===== src/rtl/seq_detect_param.sv =====
// seq_detect_param: prescaled serial pattern detector with run-time pattern reload and saturating match count.
// Optional SEQ_INPUT_SYNC_EN adds a 2-flop input synchronizer for raw switch/button inputs.
module seq_detect_param #(
    parameter int                 PAT_LEN  = 3,
    parameter logic [PAT_LEN-1:0] PATTERN  = 3'b001,
    parameter int                 TICK_DIV = 50_000_000,
    parameter int                 CNT_W    = 8
) (
    input  logic                         clk,
    input  logic                         reset,
    input  logic                         in,
    input  logic                         overlap,
    input  logic [PAT_LEN-1:0]           pat_in,
    input  logic                         pat_load,
    input  logic                         cnt_clr,
    output logic                         tick,
    output logic                         match,
    output logic                         match_stb,
    output logic [CNT_W-1:0]             match_cnt,
    output logic [$clog2(PAT_LEN+1)-1:0] fill
);
    localparam int FW = $clog2(PAT_LEN + 1);
    localparam int DW = TICK_DIV > 1 ? $clog2(TICK_DIV) : 1;

    logic [DW-1:0]      div;
    logic [PAT_LEN-1:0] window, pat_reg, nw;
    logic [FW-1:0]      fill_nx;
    logic               in_s, hit, wrap;

`ifdef SEQ_INPUT_SYNC_EN
    logic [1:0] sync;
    always_ff @(posedge clk or posedge reset) begin
        if (reset) sync <= '0;
        else       sync <= {sync[0], in};
    end
    assign in_s = sync[1];
`else
    assign in_s = in;
`endif

    // A load in the same cycle as a tick discards that tick's sample, so it can never hit.
    always_comb begin
        wrap    = div == DW'(TICK_DIV - 1);
        nw      = {window[PAT_LEN-2:0], in_s};
        hit     = tick && !pat_load && fill >= FW'(PAT_LEN - 1) && nw == pat_reg;
        fill_nx = (hit && !overlap) ? '0 : (fill == FW'(PAT_LEN)) ? fill : fill + 1'b1;
    end

    always_ff @(posedge clk or posedge reset) begin
        if (reset) begin
            div  <= '0;
            tick <= 1'b0;
        end else begin
            div  <= wrap ? '0 : div + 1'b1;
            tick <= wrap;
        end
    end

    always_ff @(posedge clk or posedge reset) begin
        if (reset) begin
            pat_reg   <= PATTERN;
            window    <= '0;
            fill      <= '0;
            match     <= 1'b0;
            match_stb <= 1'b0;
        end else if (pat_load) begin
            pat_reg   <= pat_in;
            window    <= '0;
            fill      <= '0;
            match     <= 1'b0;
            match_stb <= 1'b0;
        end else if (tick) begin
            window    <= nw;
            fill      <= fill_nx;
            match     <= hit;
            match_stb <= hit;
        end else begin
            match_stb <= 1'b0;
        end
    end

    always_ff @(posedge clk or posedge reset) begin
        if (reset)                         match_cnt <= '0;
        else if (cnt_clr)                  match_cnt <= '0;
        else if (hit && match_cnt != '1)   match_cnt <= match_cnt + 1'b1;
    end
endmodule

===== config.mk =====
export PLATFORM = sky130hd
export DESIGN_NAME = seq_detect_param
export DESIGN_NICKNAME = d
export VERILOG_FILES = /design/src/rtl/seq_detect_param.sv
export SDC_FILE = /design/constraint.sdc
export NUM_CORES = 1
export LEC_CHECK = 0
export CAP_MARGIN = 5
export CELL_PAD_IN_SITES_DETAIL_PLACEMENT = 1
export CELL_PAD_IN_SITES_GLOBAL_PLACEMENT = 1
export CORE_MARGIN = 1
export CORE_UTILIZATION = 48
export DETAILED_ROUTE_END_ITERATION = 16
export GPL_TIMING_DRIVEN = 0
export PLACE_DENSITY_LB_ADDON = 0.1
export SKIP_CTS_REPAIR_TIMING = 1
export SLEW_MARGIN = 25
export SYNTH_ARGS = -nofsm -noshare
export SYNTH_HDL_FRONTEND = slang
export SYNTH_SLANG_ARGS = --single-unit

===== constraint.sdc =====
create_clock -name clk -period 3 [get_ports clk]
set_clock_uncertainty 0.15 [all_clocks]
set_input_delay 0.75 -clock clk [delete_from_list [all_inputs] [get_ports clk]]
set_output_delay 0.75 -clock clk [all_outputs]
set_load 0.02 [all_outputs]

==> results.ini <==
[outcome]
status=finished, final reports clean

[power_and_ir_drop]
report.power.total_mw=1.03
p_switching_mw=0.221
power.density_nw_per_um2=401
p_leak_nw=1.15
pwr-share-seq_pct=58.5
swShare_pct=21.6
p_comb_share_pct=4.2
p_clk_share_pct=37.3
power.internal_mw=0.805
irDropWorstVdd_mv=0.285

[finish]
final_cells=289
final_common_cell=dfrtp_1
area_delta_synth_final_pct=17.0
num_antenna_cells=0
drive_above_1_share_pct=11.4
final_cell_mix=dfrtp_1 (43), nor2_1 (36), clkdlybuf4s50_1 (19)
nets=249
fin_area_sq_um=2560
largest_register_ff_count=26

[timing]
setup_viol=0
clock.fmax_mhz=367
tightest_slew_ns=0.868
max-slew-margin-rel_pct=41.7
rsz0062_at_grt=false
hold_viol_final=0
finalCritPeriodShare_pct=90.8
finalMaxSlewViolations=0
period_minus_slack_ns=2.72

[synthesis]
netlist_instances=209
yosysWarnings=0
seq_area_frac_synth_pct=50.4
yosysUniqueCellTypes=40
syn_nets=222
syn_area_sq_um=2190
yosysTopAreaCell=dfrtp_1
yosys-top-cells-area=dfrtp_1 (49%), xnor2_1 (6.8%), nor2_1 (6.2%)
syn_area_per_cell_sq_um=10.5
yosysTopAreaCellShare_pct=49.2
synth.ff_latch_count=44

[job]
cap_viol_max_count=0

[route]
drtPass1Iterations=4
vias_per_cell=5.52
drc=0
detail-route-antenna-nets=0
dr.first_iter.drc_count=56
dr_total_vias=1595
wl_per_cell_um=16.4
wirelength_um=4730

[global_route]
antenna_found_initial=0
grt_pass1_wl_um=8360
grt_max_degree=25
grt_pass1_vias=1757
grt_use_total_pct=21.9
overflow=0

[floorplanning]
die_height_um=69.5
die_w_um=69.5
start_util_pct=50.3
fp.coreArea_sq_um=4350
rows=24
dieArea_sq_um=4830
ios=22

[critical_path]
crit_arrival_ns=2.75
endpoint=match_cnt[5]
startpoint_type=primary input
crit_fanout=6
rr_endpoint=match_cnt[5]
path_class=in -> reg
critPathLaunch=in
worst-r2r-cell-count=5
crit_path_end_kind=flip-flop
worstReg2RegStart=tick
worst_ep_required_time_ns=3.03
ff2ff_setup_slack_ns=0.68

[clocking]
cts_buffer_depth=2
clock_latency_ns=0.29
clockRootBuffer=clkbuf_8
htree_levels=2
clk_pin_slew_ns=0.08
cts_made_buffers=5
cts_tree=done
clock_sinks=44

[min_path]
hold_class=reg -> reg

[place]
port_buffers=19
globalplace.congestion=0.765
dp.final_hpwl_um=3510
dp_cells=281
placed_area_sq_um=2470

==> cell usage after synthesis, drive strengths merged <==
cell type   n
and2        3
mux2i       3
nand3      12
a31o        1
and4b       1
clkbuf      3
a21o        1
nand2       8
nor4        4
nor2b       2
and4        4
or4         1
o2111ai     1
dfstp       1
buf         3
ha          4
nor3        7
nor4b       3
nand2b      2
o22ai       1
nor2       37
or2         2
nand4       6
xor2       13
a21oi       4
mux2        5
xnor2      17
dfrtp      43
and3        8
a211oi      1
inv         8
==> kinds of logic after synthesis <==
group           share of synthesized area (%)
buf+inv                                  2.80
fa+ha+maj                                2.29
xor+xnor                                 12.0
simple gates                             25.7
flops                                    50.4
compound gates                           2.69
mux                                      4.12
==> power by group through the flow <==
stage               Sequential, mW  Clock (mW)  Combinational (mW)
floorplan                    0.612           0              0.0238
global placement             0.612           0              0.0373
detailed placement           0.612           0              0.0442
CTS                          0.600       0.390              0.0444
global route                 0.601       0.416              0.0478
finish                       0.600       0.383              0.0430
==> stage by stage <==
step / TNS, ns / worst slack (ns) / hold WS [ns] / util [%]
CTS: 0 / 0.277 / 0.339 / 58.8
global route: 0 / 0.207 / 0.368 / 58.8
finish: 0 / 0.277 / 0.339 / 58.8
detailed placement: -0.0277 / -0.0277 / 0.321 / 56.8
floorplan: 0 / 0.642 / 0.305 / -
global placement: 0 / 0.0567 / 0.312 / 56.1
==> area by class of cell <==
class                           count  area, sq um
Fill cell                         477         1790
Sequential cell                    44         1100
Multi-Input combinational cell    151         1020
Timing Repair Buffer               20          218
Clock buffer                        8         90.1
Tap cell                           52         65.1
Buffer                              6         31.3
Inverter                            8         30.0
==> critical path, cell delays in order <==
cell and delay (ns):
clkdlybuf4s50_1 0.49, xnor2_1 0.13, o2111ai_1 0.33, nor3_2 0.50, and3_1 0.24, mux2_1 0.31
==> worst min-delay path by stage <==
stage,from,endpoint,slack (ns),cells past startpoint
after detailed placement,match,match,0.32,1
after global placement,match,match,0.31,1
after CTS,match,match,0.34,1
after floorplan,div[0],div[0],0.30,1
after global routing,div[0],div[0],0.37,1
final,match,match,0.34,1
==> per-layer routing <==
metal	routed length [um]	track usage (%)
met1	2060	26.6
met2	2510	38.7
met3	128	3.78
met4	42	7.94
met5	0	0
No activity file was read; power rests on OpenSTA's default activity.
